--- src/rtl/regfile_wb_arbiter.sv ---
// rtl/regfile_wb_arbiter.sv - round-robin arbiter for the integer register file write port
module regfile_wb_arbiter #(
  parameter int NREQ       = 3,
  parameter int ADDR_WIDTH = 5,
  parameter int DATA_WIDTH = 64
) (
  input  logic                       clk,
  input  logic                       rst,
  input  logic [NREQ-1:0]            req_valid,
  output logic [NREQ-1:0]            req_ready,
  input  logic [NREQ*ADDR_WIDTH-1:0] req_addr,
  input  logic [NREQ*DATA_WIDTH-1:0] req_data,
  input  logic                       hold,
  output logic                       wen,
  output logic [ADDR_WIDTH-1:0]      waddr,
  output logic [DATA_WIDTH-1:0]      wdata,
  output logic [31:0]                wr_count
);

  localparam int PTR_W = $clog2(NREQ);

  // Index of the most recently granted requester; search starts just after it.
  logic [PTR_W-1:0]      last;
  logic [NREQ-1:0]       grant;
  logic [PTR_W-1:0]      gidx;
  logic                  xfer;
  logic [ADDR_WIDTH-1:0] gaddr;
  logic [DATA_WIDTH-1:0] gdata;

  // Round-robin search from last+1; depends only on req_valid, hold, rst and last.
  always_comb begin
    int idx;
    grant = '0;
    gidx  = '0;
    xfer  = 1'b0;
    idx   = 0;
    if (!rst && !hold) begin
      for (int k = 1; k <= NREQ; k++) begin
        idx = (int'(last) + k) % NREQ;
        if (!xfer && req_valid[idx]) begin
          grant[idx] = 1'b1;
          gidx       = PTR_W'(idx);
          xfer       = 1'b1;
        end
      end
    end
  end

  assign req_ready = grant;

  // Select the winning requester's payload for the output register.
  always_comb begin
    gaddr = req_addr[int'(gidx)*ADDR_WIDTH +: ADDR_WIDTH];
    gdata = req_data[int'(gidx)*DATA_WIDTH +: DATA_WIDTH];
  end

  // Pointer, registered write port and commit counter; x0 writes load but never enable.
  always_ff @(posedge clk or posedge rst) begin
    if (rst) begin
      last     <= PTR_W'(NREQ - 1);
      wen      <= 1'b0;
      waddr    <= '0;
      wdata    <= '0;
      wr_count <= '0;
    end else if (xfer) begin
      last  <= gidx;
      wen   <= (gaddr != '0);
      waddr <= gaddr;
      wdata <= gdata;
      if (gaddr != '0) begin
        wr_count <= wr_count + 32'd1;
      end
    end else begin
      wen <= 1'b0;
    end
  end

endmodule
--- config.mk ---
export PLATFORM = sky130hd
export DESIGN_NAME = regfile_wb_arbiter
export DESIGN_NICKNAME = d
export VERILOG_FILES = /design/src/rtl/regfile_wb_arbiter.sv
export SDC_FILE = /design/constraint.sdc
export NUM_CORES = 1
export LEC_CHECK = 0
export BUFFER_PORTS_ARGS = -buffer_cell sky130_fd_sc_hd__buf_2
export CORE_AREA = 2 2 122 124
export CTS_CLUSTER_SIZE = 10
export DETAILED_ROUTE_END_ITERATION = 12
export DIE_AREA = 0 0 124 126
export PLACE_DENSITY_LB_ADDON = 0.25
export SLEW_MARGIN = 20
export SYNTH_ARGS = -nofsm -noshare
export SYNTH_HDL_FRONTEND = slang
export SYNTH_SLANG_ARGS = --single-unit
--- constraint.sdc ---
create_clock -name clk -period 8.2 [get_ports clk]
set_clock_uncertainty 0.1 [all_clocks]
set_input_delay 1.64 -clock clk [delete_from_list [all_inputs] [get_ports clk]]
set_output_delay 1.64 -clock clk [all_outputs]
set_load 0.05 [all_outputs]
-- After elaboration in Yosys (flattened, before gate mapping)
Cells that the tools add are included.
- bits of input ports: 213
- bits in registers: 104
- reductions and logical operators: 12
- magnitude comparators: 6
- muxes and demuxes: 32
- add/subtract/negate cells: 4
- multiply operators: 1
- div/mod/pow operators: 3
- bitwise operators: 2
- shifts and indexed selects: 2
- operators by type and width (operator ; number):
    variable part select 192 x 9 -> 64 bit ; 1
    greater-or-equal comparator 32 x 1 -> 1 bit, second input constant ; 3
    less-than comparator 32 x 4 -> 1 bit, second input constant ; 3
    modulo 32 x 3 -> 32 bit, second input constant ; 3
    adder 32 x 1 -> 32 bit, second input constant ; 1
    2-to-1 mux 3 bit ; 6
    2-to-1 mux 1 bit ; 16
    variable part select 15 x 6 -> 5 bit ; 1
    2-to-1 mux 2 bit ; 4
    adder 2 x 2 -> 3 bit, second input constant ; 2
    binary-select mux 1 bit (select 2 bit) ; 3
    demux 1 bit (select 2 bit) ; 3
    logical AND 1 bit ; 6
    OR 3 bit ; 2
    multiplier 2 x 3 -> 5 bit, second input constant ; 1
    nonzero test 5 bit ; 1
    logical NOT 1 bit ; 4
    adder 2 x 1 -> 3 bit, second input constant ; 1
    AND reduction 2 bit ; 1

-- Longest topological paths before layout
Gate-level depths: netlist (run 1).
- depth after elaboration: 19
- mapped depth: 13

-- Worst setup path before layout (run 1)
No wires, ideal clock.
- kind: in2out
- start: in req_valid[2]
- end: out req_ready[1]
- path slack: 3.363 ns
- arrival time: 3.097 ns
- required time: 6.460 ns
- buffers on the path: 3
- cell stages on the path: 6
- cell sequence: clkbuf_2 > nor3b_1 > o21ai_1 > a21oi_1 > buf_2 > buf_1
- longest elaborated chain between the ends: 13
- ends and longest elaborated chain (element ; RTL line ; RTL):
    from (decl) ; 9 ; input logic [NREQ-1:0] req_valid,
    binary-select mux 1 bit (select 2 bit) ; 40 ; if (!xfer && req_valid[idx]) begin
    2-to-1 mux 1 bit (implied by the code) (2 in a row) ; 40 ;
    2-to-1 mux 1 bit ; 40 ;
    2-to-1 mux 1 bit ; 37 ; if (!rst && !hold) begin
    logical NOT 1 bit ; 40 ;
    logical AND 1 bit ; 40 ;
    2-to-1 mux 1 bit ; 40 ;
    2-to-1 mux 1 bit ; 37 ;
    logical NOT 1 bit ; 40 ;
    logical AND 1 bit ; 40 ;
    2-to-1 mux 3 bit (*) ; 40 ;
    2-to-1 mux 3 bit (*) ; 37 ;
    to (decl) ; 10 ; output logic [NREQ-1:0] req_ready,
Every way passes the cells marked *; elsewhere a longest branch is shown, timed or not. The select of a mux whose other input is x is not followed.

-- Worst setup path after layout (run 1)
- start: in rst
- end: out req_ready[1]
- longest elaborated chain between the ends: 3
- ends and longest elaborated chain (element ; RTL line ; RTL):
    from (decl) ; 8 ; input logic rst,
    logical NOT 1 bit (no line) ; -- ;
    logical AND 1 bit ; 37 ;
    2-to-1 mux 3 bit ; 37 ;
Every way passes these cells.

==> impl_metrics.csv, run 1 <==
group,metric,value,unit
pwr,comb_power_share,0.552,
worst_setup_path,critPathArrivalTime,3.14,ns
clock_network,htree_levels,3,
routing,route.detailed.drc,0,
sta,rsz0062_at_grt,"no",
pwr,power,2.707,mW
global_route,grt_pass1_wl,24.94,mm
sta,finalCritPeriodShare,0.5945,
run,cap_violations,0,
routing,wl,16.19,mm
pwr,p_clk_frac,0.147,
layout,fin_util,0.5318,
sta,worstMarginPinSlew,1.033,ns
layout,postLayoutCellArea,0.007612,mm2
placed_design,dpl_cell_area,0.007340,mm2
synthesis,synth_common_cells,"dfrtp_1 (103), mux2i_1 (74), o21ai_0 (69)",
sta,hold_violations,0,
clock_network,path_clk_slew,0.07,ns
sta,fin_setup_tns,0,ns
pwr,p_int,1.290,mW
synthesis,synthCells,596,
synthesis,synth_area,0.005638,mm2
worst_setup_path,slowest_delay,0.54,ns
worst_setup_path,crit_top_cell,"buf_2",
synthesis,syn-num-nets,814,
synthesis,synthFlopType,"dfrtp_1",
sta,fin_crit,4.875,ns
synthesis,synth_top_area_frac,0.4572,
synthesis,ys_async_sr_fraction,1.000,
routing,dr_total_vias,5350,
synthesis,seq_area_frac_synth,0.4618,
global_route,track_usage,0.2038,
worst_setup_path,critPathMaxFanout,15,
floorplan,io-pin-count,318,
placed_design,dp_hpwl,12.39,mm
layout,fin_nets,1105,
clock_network,ctsHoldBuffers,0,
worst_setup_path,critPathBufInv,2,
synthesis,synth_area_leader_cell,"dfrtp_1",
worst_setup_path,critical-path-slowest-cell,"a21oi_4",
hold_path,hold_path_class,"reg2reg",
clock_network,cts_root_buffer,"clkbuf_16",
worst_setup_path,cp.required,6.46,ns
floorplan,die_h,126,um
global_route,grt_pass1_vias,5085,
clock_network,post_cts_buffers,0,
pwr,leakagePower,3.823,nW
clock_network,clk_latency,0.35,ns
routing,vias_per_cell,4.972,
synthesis,synth_seq_cells,104,
floorplan,fp-row-count,44,
global_route,grt_max_degree,119,
routing,drt_pass1_iterations,4,
clock_network,clockBufferDepth,2,
pwr,p_seq_frac,0.301,
pwr,p_sw,1.416,mW
sta,setup_viol,0,
worst_setup_path,path_class,"in2out",
sta,timing.hold.ws,0.3736,ns
clock_network,tritoncts,"done",
sta,slew_headroom,0.3114,
pwr,switching_share,0.5233,
placed_design,port_buffers,317,
sta,fmax,205.1,MHz
floorplan,fp.dieArea,0.01562,mm2
floorplan,initial_utilization,0.3939,
floorplan,die_w,124,um
synthesis,yosysMostFrequentCell,"dfrtp_1",
routing,ant_nets,0,
synthesis,synth_cell_types,47,
worst_setup_path,crit_family,"compound AO/OA/AOI/OAI gates",
placed_design,place.gp.congestion,0.7936,
worst_setup_path,path_cells,"buf_2 > nor2_1 > nand2_1 > a21oi_4 > buf_2",
clock_network,clkSinkCount,104,
clock_network,cts_buffers,9,
worst_setup_path,rrSetupSlack,4.34,ns
synthesis,synth_area_leaders,"dfrtp_1 (46%), mux2i_1 (13%), o21ai_0 (6.1%), a21oi_1 (4.3%), nand2_1 (3.8%)",
pwr,ir_drop,0.0002109,V
pwr,power.density,355.6,mW/mm2
synthesis,ys_warn_count,0,
sta,slew_violations,0,
worst_setup_path,start_kind,"input pin",
layout,n_fill_cell,1424,
global_route,grt.overflow.total,0,
layout,drive_gt1_frac,0.3917,
routing,wl_per_cell,15.05,um
synthesis,synth_edf_count,0,
worst_setup_path,endpoint_kind,"output port",
routing,first_iter_violations,270,
floorplan,core,0.01431,mm2
global_route,antenna_found_initial,1,
clock_network,cts_resized,0,
layout,syn_to_final_growth,35.02,%
outcome,outcome,"completed",
synthesis,synth_area_per_cell,9.460,um2
sequential cells by signal (all words and copies together) (netlist names):
register  flops
wdata        64
last          2
wr_count     32
wen           1
waddr         5
routing by layer:
| metal | wire, um | global-route usage |
|---|---|---|
| met2 | 8318 | 0.3697 |
| met3 | 1097 | 0.03986 |
| met5 | 0 | 0 |
| met1 | 6470 | 0.2347 |
| met4 | 306 | 0.07469 |
layout by cell type (no fill, tap or decap), drive strengths merged, types with 6 or more instances in the layout:
cell type,count
xor2,18
dfrtp,103
nor2b,6
a22oi,23
nand2,57
a21oi,48
nand3,13
clkbuf,9
nor3,9
o21ai,71
and4,6
buf,322
nor2,57
mux2i,74
nand4,10
xnor2,13
worst min-delay path, cell delays in order (launching register included):
cell	delay, ns
dfrtp_1	0.34
nand2_1	0.04
o21ai_0	0.06
area by class of cell:
| type | count | area, um2 | area share |
|---|---|---|---|
| inverters | 4 | 20.02 | 0.002630 |
| clock buffers | 9 | 225.2 | 0.02959 |
| diodes | 1 | 2.502 | 0.0003287 |
| repair buffers | 322 | 1624 | 0.2133 |
| well taps | 184 | 230.2 | 0.03024 |
| multi-input cells | 446 | 2861 | 0.3759 |
| clock inverters | 6 | 45.04 | 0.005917 |
| flip-flops and latches | 104 | 2604 | 0.3420 |
power by group through the flow:
| stage | Clock [mW] | Sequential, mW | Combinational [mW] |
|---|---|---|---|
| final | 0.399 | 0.815 | 1.49 |
| after floorplan | 0 | 1.49 | 0.454 |
| after global routing | 0.437 | 0.842 | 1.59 |
| after CTS | 0.414 | 0.817 | 1.51 |
| after global placement | 0 | 0.824 | 1.50 |
| after detailed placement | 0 | 0.825 | 1.51 |
final timing paths:
path,start,to,depth (start not counted)
setup / recovery,rst,req_ready[1],5
hold / removal,waddr[3],waddr[3],2
setup reg to reg,last[0],wdata[35],10
hold reg to reg,waddr[3],waddr[3],2
max in group asynchronous,rst,wdata[18],3
min in group asynchronous,rst,wdata[20],2
per-stage QoR:
stage | setup slack [ns] | instances
finish | 3.325 | 1076
global route | 3.230 | 1076
CTS | 3.309 | 1075
detailed placement | 3.317 | 1060
global placement | 3.315 | 1060
floorplan | 3.363 | 596
kinds of logic (layout without fill, tap and decap cells):
| logic type | Yosys count | count (layout) | synth area share |
|---|---|---|---|
| AND/OR/NAND/NOR | 180 | 180 | 0.1494 |
| AO/OA/AOI/OAI | 156 | 156 | 0.1602 |
| flip-flops | 104 | 104 | 0.4618 |
| multiplexers | 74 | 74 | 0.1314 |
| buffers and inverters | 46 | 341 | 0.03795 |
| XOR/XNOR | 31 | 31 | 0.04816 |
| adder cells (fa/ha/maj) | 5 | 5 | 0.01110 |
| other | 0 | 1 | 0 |
(Power assumes the default switching activity.)
==> run 2: changes to the inputs <==
Settings changed: ABC_AREA set to 1, CORE_AREA 2 2 122 124 to not set, CORE_MARGIN set to 1, CORE_UTILIZATION set to 40, DIE_AREA 0 0 124 126 to not set.
Clock period 8.2 ns to 4 ns, I/O delays scaled along.
==> run 2 against run 1 <==
Die area grew 2.6%. Power up 130%. Sequential share of layout area fell by 2.3 points. Largest cell class unchanged. Largest power group unchanged.
==> impl_metrics.csv, run 2 <==
group,metric,value,unit
sta,fin_setup_tns,0,ns
placed_design,dp_hpwl,16.59,mm
clock_network,clockBufferDepth,2,
global_route,grt_max_degree,71,
layout,drive_gt1_frac,0.3250,
worst_setup_path,endpoint_kind,"output port",
layout,most-common-layout-cells,"buf_2 (317), nand2_1 (233), dfrtp_1 (103)",
sta,slew_violations,0,
synthesis,synthFlopType,"dfrtp_1",
worst_setup_path,path_class,"reg2out",
layout,largest_reg_flops,64,
global_route,grt-busiest-layer,"met2",
global_route,antenna_found_initial,3,
pwr,power.density,745.9,mW/mm2
sta,fin_crit,3.370,ns
layout,top_register,"wdata",
floorplan,die_h,126.6,um
routing,route.detailed.drc,0,
worst_setup_path,cp.required,3.10,ns
synthesis,synthCells,826,
sta,timing.hold.ws,0.4103,ns
synthesis,seq_area_frac_synth,0.4191,
pwr,leakagePower,4.139,nW
global_route,use_met3,0.06031,
global_route,met1_usage,0.3611,
global_route,grt_pass1_vias,6311,
sta,rsz0062_at_grt,"no",
placed_design,place.gp.congestion,0.9463,
global_route,grt.overflow.total,0,
routing,dr_total_vias,6711,
sta,fmax,296.8,MHz
layout,n_fill_cell,1588,
clock_network,tritoncts,"done",
floorplan,die_w,126.6,um
global_route,track_usage,0.2785,
sta,finalCritPeriodShare,0.8424,
routing,wl,21.91,mm
clock_network,clkSinkCount,104,
synthesis,yosysMostFrequentCell,"nand2_1",
synthesis,synth_cell_types,34,
global_route,grt_pass1_wl,34.53,mm
outcome,outcome,"completed",
floorplan,initial_utilization,0.4086,
clock_network,ctsHoldBuffers,0,
sta,hold_violations,0,
floorplan,fp-row-count,45,
run,cap_violations,0,
clock_network,path_clk_slew,0.07,ns
sta,worstMarginPinSlew,0.8343,ns
synthesis,synth_area_leader_cell,"dfrtp_1",
layout,syn_to_final_growth,31.52,%
clock_network,clk_latency,0.35,ns
worst_setup_path,critPathArrivalTime,2.47,ns
synthesis,synth_area_per_cell,7.521,um2
placed_design,port_buffers,317,
routing,ant_nets,0,
routing,wl_per_cell,16.73,um
layout,mostFrequentLayoutCell,"buf_2",
floorplan,fp.dieArea,0.01603,mm2
worst_setup_path,critPathMaxFanout,24,
clock_network,htree_levels,3,
synthesis,synth_top_area_frac,0.4149,
pwr,ir_drop,0.0003539,V
routing,drt_pass1_iterations,5,
synthesis,ys_async_sr_fraction,1.000,
floorplan,core,0.01520,mm2
synthesis,syn-num-nets,1044,
sta,setup_viol,0,
clock_network,cts_resized,0,
synthesis,synth_seq_cells,104,
global_route,met2_usage,0.4595,
sta,slew_headroom,0.4438,
clock_network,cts_buffers,9,
layout,fin_nets,1333,
synthesis,synth_edf_count,0,
synthesis,synth_area,0.006212,mm2
routing,first_iter_violations,319,
layout,reg_top3,"wdata x64, wr_count x32, waddr x5",
floorplan,io-pin-count,318,
routing,vias_per_cell,5.127,
hold_path,hold_path_class,"reg2reg",
synthesis,synth_common_cells,"nand2_1 (233), dfrtp_1 (103), nor2_1 (97)",
clock_network,post_cts_buffers,0,
worst_setup_path,start_kind,"flip-flop",
pwr,power,6.094,mW
synthesis,ys_warn_count,0,
clock_network,cts_root_buffer,"clkbuf_16",
synthesis,synth_area_leaders,"dfrtp_1 (41%), nand2_1 (14%), nor2_1 (5.9%), o21ai_0 (5.3%), o21bai_1 (4.8%)",
[run 2: cell types whose count changed after synthesis, sizes merged, moves of 34 or more]
cell / before / now
nand3: 13 / 56
mux2i: 74 / 0
nand2: 57 / 238
a31oi: 2 / 45
inv: 4 / 38
a21oi: 48 / 2
nor2: 57 / 99
o21bai: 1 / 40
[run 2: cell type report]
type                    instances  area [um2]  share of cell area
multi-input cells             634        3232              0.3956
flip-flops and latches        104        2604              0.3187
repair buffers                328        1682              0.2058
clock inverters                 3       17.52            0.002144
clock buffers                  13       250.2             0.03063
diodes                          1       2.502           0.0003063
inverters                      38       147.6             0.01807
well taps                     188       235.2             0.02879
[run 2: power by group]
part           internal (mW)  total (mW)  switching, mW
registers               1.44        1.66          0.222
clock network          0.439       0.838          0.399
logic                  0.923        3.60           2.68
total                   2.80        6.09           3.30
[run 2: through the flow]
stage | utilization | instance area, um2 | setup slack, ns | cells
2_1_floorplan | - | 6212 | 0.3695 | 826
3_3_place_gp | 0.5197 | 7900 | 0.7900 | 1292
6_report | 0.5374 | 8170 | 0.6303 | 1309
3_5_place_dp | 0.5197 | 7900 | 0.7105 | 1292
5_1_grt | 0.5374 | 8170 | 0.3361 | 1309
4_1_cts | 0.5373 | 8168 | 0.6397 | 1308
[run 2: final timing paths]
check                      slack, ns       from      endpoint  cells after the start
max                             0.63    last[0]  req_ready[1]                     13
max reg2reg                     0.72    last[0]      wdata[9]                     16
min                             0.41  wdata[20]     wdata[20]                      2
min reg2reg                     0.41  wdata[20]     wdata[20]                      2
min in group asynchronous       0.52        rst   wr_count[0]                      2
max in group asynchronous       2.52        rst       last[1]                      3
[run 2: layer usage]
layer,share of wire,vias to the layer above
li1,-,3357
met5,0,-
met4,0.020,0
met3,0.065,26
met2,0.48,215
met1,0.43,3113
[run 2: cells by family (layout without fill, tap and decap cells)]
kind of cell	after synthesis	after routing	share of synthesized area
and+or+nand+nor	418	418	0.2860
AOI/OAI and AO/OA	181	181	0.1819
DFF	104	104	0.4191
buffers and inverters	88	382	0.06063
xor gates and xnor gates	30	30	0.04230
adders and majority gates	5	5	0.01007
other	0	1	0
[run 2: worst max-delay path: stages, from the launching register on]
cell     delay [ns]
dfrtp_1        0.40
inv_1          0.08
ha_1           0.41
inv_2          0.10
nand2_1        0.08
nand3_2        0.08
nand2_4        0.10
nand2_1        0.08
nand2_1        0.06
nand2_1        0.06
nand2_2        0.11
nand2_4        0.18
inv_2          0.10
buf_2          0.26
